### config.mk
export PLATFORM = sky130hd
export DESIGN_NAME = pbuf_load_sched
export DESIGN_NICKNAME = d
export VERILOG_FILES = /design/src/rtl/pbuf_load_sched_pkg.sv /design/src/rtl/pbuf_load_sched_rd_req_chan.sv /design/src/rtl/pbuf_load_sched.sv
export SDC_FILE = /design/constraint.sdc
export NUM_CORES = 1
export LEC_CHECK = 0
export CORE_ASPECT_RATIO = 0.5
export CORE_MARGIN = 8
export CORE_UTILIZATION = 45
export CTS_BUF_LIST = sky130_fd_sc_hd__clkbuf_8
export DETAILED_ROUTE_END_ITERATION = 16
export PLACE_DENSITY_LB_ADDON = 0.3
export SLEW_MARGIN = 20
export SYNTH_ARGS = -nofsm -noshare
export SYNTH_HDL_FRONTEND = slang
export SYNTH_HIERARCHICAL = 1
export SYNTH_SLANG_ARGS = --single-unit
### constraint.sdc
create_clock -name clk -period 8.21 [get_ports clk]
set_clock_uncertainty 0.1 [all_clocks]
set_input_delay 1.642 -clock clk [delete_from_list [all_inputs] [get_ports clk]]
set_output_delay 1.642 -clock clk [all_outputs]
set_load 0.05 [all_outputs]
### src/rtl/pbuf_load_sched_pkg.sv
// Shared definitions for the parameter-buffer load sequencer: state encoding,
// update-mode constant and the per-tile DDR request length helper.
package GLOBAL_PARAM;

    localparam int unsigned PBUF_LEN_W = 11;
    localparam logic [1:0]  MODE_UPDATE = 2'b10;

    typedef enum logic [2:0] {
        S_IDLE,
        S_REQ,
        S_START,
        S_WAIT,
        S_NEXT,
        S_FIN
    } pbuf_sched_state_t;

    // Update tiles fetch ch*pix*row words (at most 16*16*4 = 1024), others trans_num+1.
    function automatic logic [PBUF_LEN_W-1:0] pbuf_req_len(
        input logic [3:0] mode,
        input logic [7:0] trans_num,
        input logic [3:0] ch_num,
        input logic [3:0] pix_num,
        input logic [1:0] row_num
    );
        if (mode[2:1] == MODE_UPDATE)
            return (PBUF_LEN_W'(ch_num)  + PBUF_LEN_W'(1)) *
                   (PBUF_LEN_W'(pix_num) + PBUF_LEN_W'(1)) *
                   (PBUF_LEN_W'(row_num) + PBUF_LEN_W'(1));
        else
            return PBUF_LEN_W'(trans_num) + PBUF_LEN_W'(1);
    endfunction

endpackage

### src/rtl/pbuf_load_sched_rd_req_chan.sv
// Single DDR read-request holder: valid is set on issue and cleared on accept;
// address and length are registered at issue and held while valid.
module rd_req_chan #(
    parameter int unsigned ADDR_W = 32,
    parameter int unsigned LEN_W  = 11
) (
    input  logic              clk,
    input  logic              rst,
    input  logic              issue,
    input  logic [ADDR_W-1:0] issue_addr,
    input  logic [LEN_W-1:0]  issue_len,
    input  logic              ready,
    output logic              valid,
    output logic [ADDR_W-1:0] addr,
    output logic [LEN_W-1:0]  len
);

    always_ff @(posedge clk) begin
        if (rst) begin
            valid <= 1'b0;
            addr  <= '0;
            len   <= '0;
        end else if (issue) begin
            valid <= 1'b1;
            addr  <= issue_addr;
            len   <= issue_len;
        end else if (valid && ready) begin
            valid <= 1'b0;
        end
    end

endmodule

### src/rtl/pbuf_load_sched.sv
// Parameter-buffer load sequencer: splits a layer load into tiles, issues two DDR
// reads per tile and runs ddr2pbuf once per tile. Optional PBUF_SCHED_PERF_EN adds perf counters.
module pbuf_load_sched
    import GLOBAL_PARAM::*;
#(
    parameter int unsigned PE_NUM     = 32,
    parameter int unsigned DDR_ADDR_W = 32,
    parameter int unsigned LEN_W      = 11
) (
    input  logic                  clk,
    input  logic                  rst,
    input  logic                  cmd_valid,
    output logic                  cmd_ready,
    input  logic [3:0]            cmd_mode,
    input  logic [7:0]            cmd_trans_num,
    input  logic [3:0]            cmd_ch_num,
    input  logic [3:0]            cmd_pix_num,
    input  logic [1:0]            cmd_row_num,
    input  logic                  cmd_depool,
    input  logic [PE_NUM-1:0]     cmd_mask,
    input  logic [7:0]            cmd_tile_num,
    input  logic [DDR_ADDR_W-1:0] cmd_ddr1_base,
    input  logic [DDR_ADDR_W-1:0] cmd_ddr2_base,
    input  logic [DDR_ADDR_W-1:0] cmd_ddr1_stride,
    input  logic [DDR_ADDR_W-1:0] cmd_ddr2_stride,
    output logic                  rd1_req_valid,
    input  logic                  rd1_req_ready,
    output logic [DDR_ADDR_W-1:0] rd1_req_addr,
    output logic [LEN_W-1:0]      rd1_req_len,
    output logic                  rd2_req_valid,
    input  logic                  rd2_req_ready,
    output logic [DDR_ADDR_W-1:0] rd2_req_addr,
    output logic [LEN_W-1:0]      rd2_req_len,
    output logic                  pb_start,
    input  logic                  pb_done,
    output logic [3:0]            pb_conf_mode,
    output logic [7:0]            pb_conf_trans_num,
    output logic [3:0]            pb_conf_ch_num,
    output logic [3:0]            pb_conf_pix_num,
    output logic [1:0]            pb_conf_row_num,
    output logic                  pb_conf_depool,
    output logic [PE_NUM-1:0]     pb_conf_mask,
`ifdef PBUF_SCHED_PERF_EN
    output logic [31:0]           perf_cycles,
    output logic [31:0]           perf_stall,
`endif
    output logic                  busy,
    output logic                  sched_done
);

    pbuf_sched_state_t state, state_nxt;

    logic                  accept;
    logic                  req_done;
    logic                  done_qual;
    logic                  first_wait;
    logic                  last_tile;
    logic                  issue;
    logic [7:0]            tile_num_q;
    logic [7:0]            tile_cnt;
    logic [DDR_ADDR_W-1:0] stride1_q;
    logic [DDR_ADDR_W-1:0] stride2_q;
    logic [DDR_ADDR_W-1:0] issue_addr1;
    logic [DDR_ADDR_W-1:0] issue_addr2;
    logic [LEN_W-1:0]      issue_len;
    logic [LEN_W-1:0]      cmd_len;

    assign accept    = cmd_valid && cmd_ready;
    assign req_done  = (!rd1_req_valid || rd1_req_ready) && (!rd2_req_valid || rd2_req_ready);
    // The datapath's done level from the previous tile is stale for START and the first WAIT cycle.
    assign done_qual = (state == S_WAIT) && !first_wait && pb_done;
    assign last_tile = (tile_cnt == tile_num_q);
    assign issue     = accept || ((state == S_NEXT) && !last_tile);
    assign cmd_len   = LEN_W'(pbuf_req_len(cmd_mode, cmd_trans_num, cmd_ch_num,
                                           cmd_pix_num, cmd_row_num));

    // Each channel's current address register doubles as the tile address base.
    assign issue_addr1 = accept ? cmd_ddr1_base : rd1_req_addr + stride1_q;
    assign issue_addr2 = accept ? cmd_ddr2_base : rd2_req_addr + stride2_q;
    assign issue_len   = accept ? cmd_len : rd1_req_len;

    always_comb begin
        state_nxt = state;
        case (state)
            S_IDLE:  if (accept) state_nxt = S_REQ;
            S_REQ:   if (req_done) state_nxt = S_START;
            S_START: state_nxt = S_WAIT;
            S_WAIT:  if (done_qual) state_nxt = S_NEXT;
            S_NEXT:  state_nxt = last_tile ? S_FIN : S_REQ;
            S_FIN:   state_nxt = S_IDLE;
            default: state_nxt = S_IDLE;
        endcase
    end

    always_ff @(posedge clk) begin
        if (rst) begin
            state             <= S_IDLE;
            cmd_ready         <= 1'b1;
            busy              <= 1'b0;
            pb_start          <= 1'b0;
            sched_done        <= 1'b0;
            first_wait        <= 1'b0;
            tile_cnt          <= '0;
            tile_num_q        <= '0;
            stride1_q         <= '0;
            stride2_q         <= '0;
            pb_conf_mode      <= '0;
            pb_conf_trans_num <= '0;
            pb_conf_ch_num    <= '0;
            pb_conf_pix_num   <= '0;
            pb_conf_row_num   <= '0;
            pb_conf_depool    <= 1'b0;
            pb_conf_mask      <= '0;
        end else begin
            state      <= state_nxt;
            cmd_ready  <= (state_nxt == S_IDLE);
            busy       <= (state_nxt != S_IDLE);
            pb_start   <= (state_nxt == S_START);
            sched_done <= (state_nxt == S_FIN);
            first_wait <= (state == S_START);
            if (accept) begin
                tile_cnt          <= '0;
                tile_num_q        <= cmd_tile_num;
                stride1_q         <= cmd_ddr1_stride;
                stride2_q         <= cmd_ddr2_stride;
                pb_conf_mode      <= cmd_mode;
                pb_conf_trans_num <= cmd_trans_num;
                pb_conf_ch_num    <= cmd_ch_num;
                pb_conf_pix_num   <= cmd_pix_num;
                pb_conf_row_num   <= cmd_row_num;
                pb_conf_depool    <= cmd_depool;
                pb_conf_mask      <= cmd_mask;
            end else if (state == S_NEXT) begin
                tile_cnt <= tile_cnt + 8'd1;
            end
        end
    end

    rd_req_chan #(
        .ADDR_W(DDR_ADDR_W),
        .LEN_W (LEN_W)
    ) u_rd1 (
        .clk       (clk),
        .rst       (rst),
        .issue     (issue),
        .issue_addr(issue_addr1),
        .issue_len (issue_len),
        .ready     (rd1_req_ready),
        .valid     (rd1_req_valid),
        .addr      (rd1_req_addr),
        .len       (rd1_req_len)
    );

    rd_req_chan #(
        .ADDR_W(DDR_ADDR_W),
        .LEN_W (LEN_W)
    ) u_rd2 (
        .clk       (clk),
        .rst       (rst),
        .issue     (issue),
        .issue_addr(issue_addr2),
        .issue_len (issue_len),
        .ready     (rd2_req_ready),
        .valid     (rd2_req_valid),
        .addr      (rd2_req_addr),
        .len       (rd2_req_len)
    );

`ifdef PBUF_SCHED_PERF_EN
    logic [31:0] busy_cycles;
    logic        stall;

    assign stall = (state == S_REQ) &&
                   ((rd1_req_valid && !rd1_req_ready) || (rd2_req_valid && !rd2_req_ready));

    // The FIN cycle itself is busy, so it is added when publishing the total.
    always_ff @(posedge clk) begin
        if (rst || accept) begin
            busy_cycles <= '0;
            perf_cycles <= '0;
            perf_stall  <= '0;
        end else begin
            if (busy && (busy_cycles != '1))
                busy_cycles <= busy_cycles + 32'd1;
            if (state == S_FIN)
                perf_cycles <= (busy_cycles == '1) ? busy_cycles : busy_cycles + 32'd1;
            if (stall && (perf_stall != '1))
                perf_stall <= perf_stall + 32'd1;
        end
    end
`endif

endmodule

==> impl_metrics.prom <==
# TYPE chip_impl_metric gauge
chip_impl_info{name="yosys-top-cells-area",value="dfxtp_1 (34%), nand2_1 (9.6%), ha_1 (8.6%)"} 1
chip_impl_metric{name="io-pin-count",unit=""} 344
chip_impl_metric{name="post_layout_nonfiller_instances",unit=""} 2469
chip_impl_info{name="synth_top_family_by_area",value="simple AND/OR/NAND/NOR gates"} 1
chip_impl_metric{name="net-switching-power",unit="W"} 0.00186
chip_impl_metric{name="fmax",unit="GHz"} 0.132
chip_impl_metric{name="synthDominantCellAreaShare",unit=""} 0.338
chip_impl_metric{name="critical_path_required",unit="ns"} 8.58
chip_impl_metric{name="hpwlAfterDp",unit="microns"} 29000
chip_impl_metric{name="report.final.slew_viol_count",unit=""} 0
chip_impl_metric{name="drc",unit=""} 0
chip_impl_metric{name="syn-mean-instance-area",unit="sq um"} 7.90
chip_impl_metric{name="seq_power_share",unit=""} 0.317
chip_impl_metric{name="area_fraction_in_compound_gates_after_synthesis",unit=""} 0.174
chip_impl_info{name="grt_setup_unrepaired",value="false"} 1
chip_impl_metric{name="number_of_iterations_in_the_first_detailed_routing_pass",unit=""} 5
chip_impl_metric{name="synth_enable_flop_cells",unit=""} 0
chip_impl_info{name="yosysTopAreaCell",value="dfxtp_1"} 1
chip_impl_info{name="cp-start-kind",value="input pin"} 1
chip_impl_metric{name="r2r_setup_slack",unit="ns"} 4.82
chip_impl_metric{name="globalRouteOverflowTotal",unit=""} 0
chip_impl_metric{name="max_slew_margin",unit=""} 0.400
chip_impl_metric{name="layout-area-overhead-vs-synth",unit="%"} 31.8
chip_impl_info{name="worst-setup-path-type",value="in -> reg"} 1
chip_impl_metric{name="std_cell_rows",unit=""} 45
chip_impl_info{name="worstSetupEndpointType",value="flip-flop"} 1
chip_impl_metric{name="first_global_vias",unit=""} 12300
chip_impl_metric{name="synthesis.area",unit="sq um"} 13700
chip_impl_metric{name="period_minus_slack",unit="ns"} 7.55
chip_impl_metric{name="total_number_of_vias",unit=""} 12700
chip_impl_metric{name="ys.warnings.count",unit=""} 6
chip_impl_metric{name="ys_seq_area_frac",unit=""} 0.338
chip_impl_metric{name="final.setup.tns",unit="ns"} 0
chip_impl_metric{name="clock_tree.htree_level_count",unit=""} 2
chip_impl_metric{name="dp.cells",unit=""} 2399
chip_impl_metric{name="cap_viol_max_count",unit=""} 0
chip_impl_metric{name="clk_latency",unit="ns"} 0.55
chip_impl_metric{name="final.period_utilization",unit=""} 0.919
chip_impl_metric{name="internal-power",unit="W"} 0.00261
chip_impl_metric{name="powerDensity",unit="nW/um^2"} 248
chip_impl_metric{name="synth.distinct_cells",unit=""} 72
chip_impl_metric{name="setup-violations-final",unit=""} 0
chip_impl_metric{name="cts_inserted_buffers",unit=""} 36
chip_impl_metric{name="ir_drop_worst_case_vdd",unit="uV"} 125
chip_impl_metric{name="endpoints_failing_hold",unit=""} 0
chip_impl_metric{name="worst_ep_arrival_time",unit="ns"} 7.92
chip_impl_metric{name="finalWeightedCongestion",unit=""} 0.835
chip_impl_metric{name="detailedRoute.firstIterationViolations",unit=""} 754
chip_impl_metric{name="num-nets-final",unit=""} 2350
chip_impl_metric{name="synth_fa_ha_area_frac",unit=""} 0.115
chip_impl_metric{name="pin_count_of_the_biggest_net_entering_global_routing",unit=""} 187
chip_impl_metric{name="clock_power_share",unit=""} 0.224
chip_impl_metric{name="cts.reportedPaths.clkPinSlew",unit="ns"} 0.06
chip_impl_metric{name="portBuffers",unit=""} 343
chip_impl_metric{name="grt_first_pass_wirelength",unit="microns"} 64900
chip_impl_metric{name="crit_path_max_fanout",unit=""} 5
chip_impl_metric{name="synth-xor-area-share",unit=""} 0.0573
chip_impl_metric{name="post_route_cells_drive_above_1_share",unit=""} 0.0435
chip_impl_metric{name="via_per_inst",unit=""} 5.13
chip_impl_info{name="run_status",value="complete, no violations"} 1
chip_impl_metric{name="ys_seq_elements",unit=""} 231
chip_impl_metric{name="synthCells",unit=""} 1735
chip_impl_metric{name="cts_post_setup_buffers_inserted",unit=""} 0
chip_impl_metric{name="cts_hold_buf",unit=""} 0
chip_impl_metric{name="fp.dieArea",unit="sq um"} 36600
chip_impl_metric{name="post_cts_resized",unit=""} 0
chip_impl_metric{name="width_of_the_die",unit="microns"} 263
chip_impl_info{name="grt-busiest-layer",value="met2"} 1
chip_impl_metric{name="clock_tree_sinks",unit=""} 231
chip_impl_metric{name="asyncSetResetFlopFracSynth",unit=""} 0
chip_impl_metric{name="leakage",unit="nW"} 7.45
chip_impl_info{name="hold_class",value="reg -> reg"} 1
chip_impl_metric{name="totalWireLength",unit="microns"} 39900
chip_impl_metric{name="initial_core_util",unit=""} 0.455
chip_impl_metric{name="tightest_slew",unit="ns"} 0.901
chip_impl_metric{name="combPwrFrac",unit=""} 0.460
chip_impl_metric{name="routed_wire_length_per_instance",unit="microns"} 16.2
chip_impl_metric{name="detail-route-antenna-nets",unit=""} 0
chip_impl_metric{name="groute.usage.overall",unit=""} 0.210
chip_impl_info{name="tritoncts",value="built"} 1
chip_impl_metric{name="grt_util_met2",unit=""} 0.376
chip_impl_metric{name="cts_buffer_depth",unit=""} 3
chip_impl_metric{name="grt_use_met1",unit=""} 0.254
chip_impl_metric{name="synth_nets",unit=""} 2046
chip_impl_metric{name="core-area",unit="sq um"} 30100
chip_impl_info{name="ctsRootBufferMaster",value="clkbuf_8"} 1
chip_impl_metric{name="synthMuxAreaShare",unit=""} 0.0643
chip_impl_metric{name="number_of_antenna_violations_at_the_first_check_in_global_routing",unit=""} 5
chip_impl_metric{name="area_fraction_in_and_or_nand_and_nor_cells_after_synthesis",unit=""} 0.199
chip_impl_metric{name="met3_usage",unit=""} 0.0455
chip_impl_metric{name="dieHeight",unit="microns"} 139
chip_impl_metric{name="p_sw_frac",unit=""} 0.417
chip_impl_info{name="most_used_flip_flop_cell_after_synthesis",value="dfxtp_1"} 1
## cells by family after synthesis
group / Yosys count
AOI/OAI and AO/OA: 406
xor gates and xnor gates: 88
adders and majority gates: 114
buffers and inverters: 152
DFF: 231
muxes: 88
and+or+nand+nor: 656
## placed cells by master (no fill, tap or decap), types with 24 or more instances in the layout
| cell | netlist | routed |
|---|---|---|
| nand2_1 | 352 | 351 |
| clkdlybuf4s50_1 | 0 | 342 |
| a21oi_1 | 233 | 233 |
| dfxtp_1 | 231 | 231 |
| nor2_1 | 192 | 192 |
| ha_1 | 94 | 94 |
| mux2i_1 | 88 | 88 |
| inv_1 | 64 | 77 |
| o21ai_0 | 63 | 62 |
| xnor2_1 | 52 | 52 |
| clkbuf_8 | 0 | 45 |
| xor2_1 | 35 | 35 |
| nand3_1 | 24 | 24 |
## worst paths after layout
kind / cells past startpoint / to / from
worst max register to register: 14 / u_rd2/addr[30]$_SDFFE_PP0P_ / u_rd2/addr[0]$_SDFFE_PP0P_
worst max-delay path: 25 / u_rd2/len[10]$_SDFFE_PP0P_ / cmd_pix_num[1]
worst min register to register: 2 / pb_conf_mask[29]$_SDFFE_PP0P_ / pb_conf_mask[29]$_SDFFE_PP0P_
worst min-delay path: 2 / pb_conf_mask[29]$_SDFFE_PP0P_ / pb_conf_mask[29]$_SDFFE_PP0P_
## layer usage
| layer | part of all wire | wire [microns] |
|---|---|---|
| met5 | 0.00040 | 16 |
| met4 | 0.018 | 726 |
| met3 | 0.048 | 1920 |
| met2 | 0.51 | 20200 |
| met1 | 0.43 | 17100 |
## cell usage after synthesis, drive strengths merged (3+ instances only)
| cell type | count |
|---|---|
| nand2 | 352 |
| a21oi | 234 |
| dfxtp | 231 |
| nor2 | 192 |
| ha | 94 |
| mux2i | 88 |
| clkbuf | 73 |
| o21ai | 67 |
| inv | 64 |
| xnor2 | 52 |
| xor2 | 35 |
| nand3 | 24 |
| a21o | 22 |
| fa | 20 |
| buf | 15 |
| nand2b | 15 |
| nor3 | 13 |
| o21a | 13 |
| nor2b | 12 |
| o211ai | 11 |
| a211oi | 9 |
| or2 | 9 |
| nand4 | 8 |
| o31ai | 8 |
| a31oi | 7 |
| and3 | 7 |
| or3 | 7 |
| and2 | 5 |
| o21bai | 5 |
| a221oi | 4 |
| a21boi | 3 |
| a221o | 3 |
| nor3b | 3 |
## power groups by stage
| stage | logic [W] | registers, W | clock network (W) |
|---|---|---|---|
| final | 0.00205 | 0.00142 | 0.00100 |
| after global routing | 0.00225 | 0.00144 | 0.00109 |
| after CTS | 0.00206 | 0.00142 | 0.00103 |
| after detailed placement | 0.00205 | 0.00144 | 0 |
| after global placement | 0.00203 | 0.00143 | 0 |
| after floorplan | 0.00110 | 0.00183 | 0 |
## worst max-delay path, cell delays in order
cell and delay, ns:
clkdlybuf4s50_1 0.50, ha_1 0.19, nand3_1 0.17, or2_2 0.33, fa_1 0.51, fa_1 0.52, fa_1 0.54, inv_1 0.04
ha_1 0.32, a21o_1 0.18, a21oi_1 0.23, xnor2_1 0.19, nand2b_1 0.11, fa_1 0.48, inv_1 0.04, ha_1 0.32
a21boi_0 0.15, o21a_1 0.20, o21ai_0 0.14, nand2b_1 0.08, a21oi_1 0.14, xnor3_1 0.39, o31ai_1 0.29, mux2i_1 0.13
nor2_1 0.10
## layout make-up
type	count	area [sq um]
Inverter	64	240
Sequential cell	231	4620
Fill cell	2771	12100
Clock buffer	45	619
Timing Repair Buffer	354	3570
Antenna cell	3	7.51
Multi-Input combinational cell	1352	8380
Clock inverter	21	119
Tap cell	399	499
## state kept, by name (all words and copies together) (netlist names)
name               count
sched_done             1
u_rd1/len             11
u_rd2/valid            1
u_rd1/valid            1
pb_conf_depool         1
pb_conf_trans_num      8
u_rd2/len             11
u_rd1/addr            32
first_wait             1
u_rd2/addr            32
pb_conf_mask          32
pb_conf_mode           4
pb_start               1
pb_conf_pix_num        4
tile_cnt               8
busy                   1
cmd_ready              1
stride1_q             32
pb_conf_row_num        2
state                  3
stride2_q             32
tile_num_q             8
pb_conf_ch_num         4
## per-stage QoR
stage          worst slack, ns  area, sq um   util  total power [W]  hold slack (ns)
2_1_floorplan            0.950        13700      -          0.00293            0.340
3_3_place_gp             0.192        17300  0.574          0.00347            0.341
3_5_place_dp            0.0519        17300  0.574          0.00349            0.346
4_1_cts                  0.640        18000  0.598          0.00451            0.354
5_1_grt                  0.241        18100  0.600          0.00478            0.368
6_report                 0.662        18100  0.600          0.00447            0.351
Power figures use the tool's default switching activity.
